$ cat src/rtl/aes128_pkg.sv
// Purpose: shared types and constants for the AES-128 sequencing controller.
// Latency: n/a (declarations only).
// Backpressure: n/a.
// Contents: FSM state type, block width, mode encodings and a counter-width helper.
package aes128_pkg;

    localparam int   AES_BLK_W = 128;
    localparam logic AES_ENC   = 1'b0;
    localparam logic AES_DEC   = 1'b1;

    typedef enum logic [1:0] {
        ST_IDLE   = 2'd0,
        ST_KEYEXP = 2'd1,
        ST_RUN    = 2'd2,
        ST_DONE   = 2'd3
    } aes_state_t;

    // Bits needed to hold the larger of the two latencies without wrapping.
    function automatic int lat_cnt_w(input int key_lat, input int core_lat);
        return $clog2(((key_lat > core_lat) ? key_lat : core_lat) + 1);
    endfunction

endpackage

$ cat src/rtl/aes128_lat_cnt.sv
// Purpose: loadable latency down-counter with zero flag; saturates at zero.
// Latency: load/decrement visible one cycle after the edge that applies it.
// Backpressure: none; i_dec is ignored once the value has reached zero.
// Ports: clk, reset (async active-low), i_load/i_load_val (load), i_dec (count
//        enable), o_value (current count), o_zero (count is zero).
module aes128_lat_cnt #(
    parameter int W = 4
) (
    input  logic         clk,
    input  logic         reset,
    input  logic         i_load,
    input  logic [W-1:0] i_load_val,
    input  logic         i_dec,
    output logic [W-1:0] o_value,
    output logic         o_zero
);

    logic [W-1:0] r_value;

    always_ff @(posedge clk or negedge reset) begin
        if (!reset) begin
            r_value <= '0;
        end else if (i_load) begin
            r_value <= i_load_val;
        end else if (i_dec && (r_value != '0)) begin
            r_value <= r_value - 1'b1;
        end
    end

    assign o_value = r_value;
    assign o_zero  = (r_value == '0);

endmodule

$ cat src/rtl/aes128_seq_ctrl.sv
// Purpose: sequences one request at a time through an external AES-128 core.
// Latency: out_valid rises 1+KEY_LAT+CORE_LAT cycles after acceptance (1+CORE_LAT on key-cache hit).
// Backpressure: one job in flight; in_ready low until the response is taken via out_ready.
// Ports: clk, reset (async active-low); in_valid/in_ready + in_mode/in_key/in_data (request);
//        core_mode/core_key/core_data (registered drive to core), core_result (core output);
//        out_valid/out_ready + out_data/out_mode (response); busy (not IDLE).
// Optional feature: define AES128_SEQ_KEYCACHE_EN to skip key expansion when the key repeats.
module aes128_seq_ctrl
    import aes128_pkg::*;
#(
    parameter int KEY_LAT  = 2,
    parameter int CORE_LAT = 12
) (
    input  logic                 clk,
    input  logic                 reset,
    input  logic                 in_valid,
    output logic                 in_ready,
    input  logic                 in_mode,
    input  logic [AES_BLK_W-1:0] in_key,
    input  logic [AES_BLK_W-1:0] in_data,
    output logic                 core_mode,
    output logic [AES_BLK_W-1:0] core_key,
    output logic [AES_BLK_W-1:0] core_data,
    input  logic [AES_BLK_W-1:0] core_result,
    output logic                 out_valid,
    input  logic                 out_ready,
    output logic [AES_BLK_W-1:0] out_data,
    output logic                 out_mode,
    output logic                 busy
);

    localparam int             CNT_W     = lat_cnt_w(KEY_LAT, CORE_LAT);
    localparam logic [CNT_W-1:0] KEY_LOAD  = CNT_W'(KEY_LAT - 1);
    localparam logic [CNT_W-1:0] CORE_LOAD = CNT_W'(CORE_LAT - 1);

    aes_state_t             r_state;
    aes_state_t             w_next_state;
    logic                   r_in_ready;
    logic                   r_core_mode;
    logic [AES_BLK_W-1:0]   r_core_key;
    logic [AES_BLK_W-1:0]   r_core_data;
    logic [AES_BLK_W-1:0]   r_out_data;
    logic                   r_out_mode;

    logic                   w_accept;
    logic                   w_cache_hit;
    logic                   w_cnt_load;
    logic [CNT_W-1:0]       w_cnt_load_val;
    logic                   w_cnt_dec;
    logic [CNT_W-1:0]       w_cnt_val;
    logic                   w_cnt_zero;

    // r_in_ready is only ever set while the FSM sits in IDLE.
    assign w_accept = in_valid & r_in_ready;

`ifdef AES128_SEQ_KEYCACHE_EN
    logic                 r_cache_vld;
    logic [AES_BLK_W-1:0] r_cache_key;

    always_ff @(posedge clk or negedge reset) begin
        if (!reset) begin
            r_cache_vld <= 1'b0;
            r_cache_key <= '0;
        end else if (w_accept) begin
            r_cache_vld <= 1'b1;
            r_cache_key <= in_key;
        end
    end

    assign w_cache_hit = r_cache_vld && (in_key == r_cache_key);
`else
    assign w_cache_hit = 1'b0;
`endif

    aes128_lat_cnt #(
        .W (CNT_W)
    ) u_lat_cnt (
        .clk        (clk),
        .reset      (reset),
        .i_load     (w_cnt_load),
        .i_load_val (w_cnt_load_val),
        .i_dec      (w_cnt_dec),
        .o_value    (w_cnt_val),
        .o_zero     (w_cnt_zero)
    );

    always_comb begin
        w_next_state   = r_state;
        w_cnt_load     = 1'b0;
        w_cnt_load_val = '0;
        w_cnt_dec      = 1'b0;
        case (r_state)
            ST_IDLE: begin
                if (w_accept) begin
                    w_cnt_load = 1'b1;
                    if (w_cache_hit) begin
                        w_next_state   = ST_RUN;
                        w_cnt_load_val = CORE_LOAD;
                    end else begin
                        w_next_state   = ST_KEYEXP;
                        w_cnt_load_val = KEY_LOAD;
                    end
                end
            end
            ST_KEYEXP: begin
                if (w_cnt_zero) begin
                    w_next_state   = ST_RUN;
                    w_cnt_load     = 1'b1;
                    w_cnt_load_val = CORE_LOAD;
                end else begin
                    w_cnt_dec = 1'b1;
                end
            end
            ST_RUN: begin
                if (w_cnt_zero) begin
                    w_next_state = ST_DONE;
                end else begin
                    w_cnt_dec = 1'b1;
                end
            end
            ST_DONE: begin
                if (out_ready) begin
                    w_next_state = ST_IDLE;
                end
            end
            default: begin
                w_next_state = ST_IDLE;
            end
        endcase
    end

    always_ff @(posedge clk or negedge reset) begin
        if (!reset) begin
            r_state <= ST_IDLE;
        end else begin
            r_state <= w_next_state;
        end
    end

    // Registered so it stays low during reset and rises on the first edge after release.
    always_ff @(posedge clk or negedge reset) begin
        if (!reset) begin
            r_in_ready <= 1'b0;
        end else begin
            r_in_ready <= (w_next_state == ST_IDLE);
        end
    end

    // Core drive is held from one acceptance to the next.
    always_ff @(posedge clk or negedge reset) begin
        if (!reset) begin
            r_core_mode <= AES_ENC;
            r_core_key  <= '0;
            r_core_data <= '0;
        end else if (w_accept) begin
            r_core_mode <= in_mode;
            r_core_key  <= in_key;
            r_core_data <= in_data;
        end
    end

    // Response is captured on the last RUN cycle and held through DONE.
    always_ff @(posedge clk or negedge reset) begin
        if (!reset) begin
            r_out_data <= '0;
            r_out_mode <= AES_ENC;
        end else if ((r_state == ST_RUN) && w_cnt_zero) begin
            r_out_data <= core_result;
            r_out_mode <= r_core_mode;
        end
    end

    assign in_ready  = r_in_ready;
    assign core_mode = r_core_mode;
    assign core_key  = r_core_key;
    assign core_data = r_core_data;
    assign out_valid = (r_state == ST_DONE);
    assign out_data  = r_out_data;
    assign out_mode  = r_out_mode;
    assign busy      = (r_state != ST_IDLE);

    // The counter must never exceed the load value of the phase it is timing.
    a_keyexp_bound: assert property (@(posedge clk) disable iff (!reset)
        (r_state == ST_KEYEXP) |-> (w_cnt_val <= KEY_LOAD));
    a_run_bound: assert property (@(posedge clk) disable iff (!reset)
        (r_state == ST_RUN) |-> (w_cnt_val <= CORE_LOAD));

endmodule
$ cat config.mk
export PLATFORM = sky130hd
export DESIGN_NAME = aes128_seq_ctrl
export DESIGN_NICKNAME = d
export VERILOG_FILES = /design/src/rtl/aes128_pkg.sv /design/src/rtl/aes128_lat_cnt.sv /design/src/rtl/aes128_seq_ctrl.sv
export SDC_FILE = /design/constraint.sdc
export NUM_CORES = 1
export LEC_CHECK = 0
export ABC_AREA = 0
export CAP_MARGIN = 15
export CORE_AREA = 2 2 299 301
export DETAILED_ROUTE_END_ITERATION = 7
export DIE_AREA = 0 0 301 303
export GPL_TIMING_DRIVEN = 0
export PLACE_DENSITY_LB_ADDON = 0.15
export SETUP_SLACK_MARGIN = 0.02
export SYNTH_ARGS = -nofsm -noshare
export SYNTH_HDL_FRONTEND = slang
export SYNTH_SLANG_ARGS = --single-unit
$ cat constraint.sdc
create_clock -name clk -period 2.05 [get_ports clk]
set_clock_uncertainty 0.15 [all_clocks]
set_input_delay 0.41 -clock clk [delete_from_list [all_inputs] [get_ports clk]]
set_output_delay 0.41 -clock clk [all_outputs]
set_load 0.01 [all_outputs]
==> results.md <==
* Outcome: finished with violations
* Failing checks: hold timing
* Vias in the first global route at 11860
* Top delay family on crit path: flip-flops
* Critical path arrival at 1.44 ns
* Post-synthesis register bit count at 393
* MaxCap Viol Count at 0
* Leak at 0.01129 uW
* Top cells by area, synth: dfrtp_1 65%, mux2_2 21%, mux2_4 9.9%, buf_12 1.4%, buf_2 0.92%
* Final core utilization at 0.2939
* Fin Hold WS at -0.3424 ns
* Actual transition at the worst max-transition pin at 0.6484 ns
* Peak supply drop at 743.1 uV
* # nets final at 2098
* Fmax at 0.5002 GHz
* Commonest non-fill, non-tap cell in the layout: dfrtp_1
* Post-DR vias/cell at 3.649
* Drt initial violations at 301
* TritonCTS buffer count at 51
* Register Area at 9837 um^2
* DR WL/cell at 19.90 um
* Yosys warns at 0
* PD cells at 1477 nW/um^2
* Placed cell count at 2808
* Post-synth top area share at 0.6456
* Post-route ant nets at 0
* CTS HTree Levels at 2
* Vias at 10570
* Core Box Area at 87970 um^2
* Gpl congestion at 0.7473
* Post-synth EDFFs at 0
* Filler Cell Count at 9009
* Fin crit period at 1.999 ns
* DP Area at 24550 um^2
* Port bufs at 777
* Max_slew headroom at 0.5678
* CP max stage cell: dfrtp_2
* Area of the multi-input gates at 5040 um^2
* Row count at 109
* RSZ-0062 raised after global routing: yes
* CTS clk-pin slew, worst paths at 0.06 ns
* Worst-path fanout max at 4
* Buffers from clock root to sink, at most at 3
* Final setup TNS at 0 ns
* Fin cells at 2898
* Gr ovfl total at 0
* Crit. End Element: primary output
* TritonCTS Sinks at 393
* First-pass GRT wire length at 81.50 mm
* TritonCTS clock tree: built
* Die width at 301 um
* Mapped Nets at 1258
* DRC errors left at 0
* Synth Cell Area at 15230 um^2
* Design area at 25850 um^2
* Max-slew violation count at 0
* Synthesized instance count at 863
* Register area share after synthesis at 0.6456
* Ys async rst share at 1.000
* I/O pin total at 778
* Initial antenna violation count at 6
* Syn-to-layout area delta at 69.73%
* Die ar. at 91200 um^2
* Pin count of the biggest net entering global routing at 111
* Setup Crit Path Kind: reg2out
* Synth cell types at 26
* TritonRoute pass-1 iters at 4
* CTS root buf: clkbuf_16
* Ys flop type: dfrtp_1
* WP buf/inv at 3
* Mean Syn Cell Area at 17.65 um^2
* Die height at 303 um
* Initial core utilization at 0.1732
* Max incr delay on CP at 0.44 ns
* Critical Path Source Type: flop
* CP Cell Sequence: inv_2, ha_4, inv_4, buf_6
* Post-synth top area cell: dfrtp_1
* Final-report setup violation count at 0
* Min-Delay Path Class: in2async
* DRT Wirelength at 57.68 mm
* Most frequent cells in the layout: 391 x dfrtp_1, 387 x clkdlybuf4s50_1, 386 x dlygate4sd2_1
* Worst skew pair latency at 0.58 ns
* Fin. Hold Viols at 72
* Tot GR Track Use at 0.1205
* Tcrit/Tclk final at 0.9753
* Share of layout cells above drive strength 1 at 0.3056
* Worst EP required at 1.49 ns
* Hpwl dp at 44.28 mm
## Yosys cell counts, types with 2 or more instances
cell,n
nor2b_1,2
ha_1,6
nor2_1,4
buf_12,11
nor3_1,2
inv_1,5
o21ai_0,3
mux2_4,100
nand3_1,3
mux2_2,287
buf_4,2
a21oi_1,2
nand2_1,4
buf_2,28
dfrtp_1,393
## state kept, by name, summed over array words and instances (netlist names)
name / cells
core_data: 128
r_state: 2
in_ready: 1
core_key: 128
core_mode: 1
u_lat_cnt.o_value: 4
out_data: 128
out_mode: 1
## metrics by stage
stage | setup slack (ns) | total power, uW
after floorplan | 0.2029 | 21160
after global placement | -18.53 | 32450
after detailed placement | -0.9164 | 32510
after CTS | -0.2092 | 38990
after global routing | -0.02012 | 40570
final | 0.05073 | 38190
## cell type report
class	count	area share
tap	1165	0.05638
antenna	2	0.0001936
inverter	5	0.0008227
clock inverter	12	0.005711
sequential	393	0.3805
timing repair buffer	787	0.2885
multi-input combinational	423	0.1949
clock buffer	69	0.05711
buffer	42	0.01583
## path summary, 6_finish.rpt
check | startpoint | to | slack [ns] | cells past startpoint
setup / recovery | r_state[1] | busy | 0.05 | 4
hold / removal | reset | out_data[20] | -0.34 | 1
setup reg to reg | u_lat_cnt.o_value[0] | out_data[122] | 0.09 | 6
hold reg to reg | core_data[87] | core_data[87] | 0.35 | 1
max in group asynchronous | reset | core_key[42] | 0.52 | 3
min in group clk | in_data[117] | core_data[117] | 0.29 | 2
## timing repair
action,in CTS,in global routing
endpoints found under the setup margin,751,139
setup buffers,4,2
gates resized for setup,403,24
cloned,1,0
pin swaps,1,4
endpoints found under the hold margin,72,72
## where the power goes
part / switching [uW] / leakage, uW / internal [uW]
Clock: 3530 / 0.000797 / 5350
Sequential: 1950 / 0.00461 / 11800
Combinational: 6890 / 0.00588 / 8730
Total: 12400 / 0.0113 / 25800
## cell families after synthesis
group,synth area share
flops,0.6456
mux,0.3107
buf+inv,0.02661
simple gates,0.008050
compound gates,0.004025
fa+ha+maj,0.004928
## metal layers
layer	GRT usage	routed length [um]	up-vias
li1	-	-	4731
met1	0.1230	20230	5309
met2	0.2272	31260	439
met3	0.04024	4555	91
met4	0.04335	1606	4
met5	0	29	-
Power figures use the tool's default switching activity.
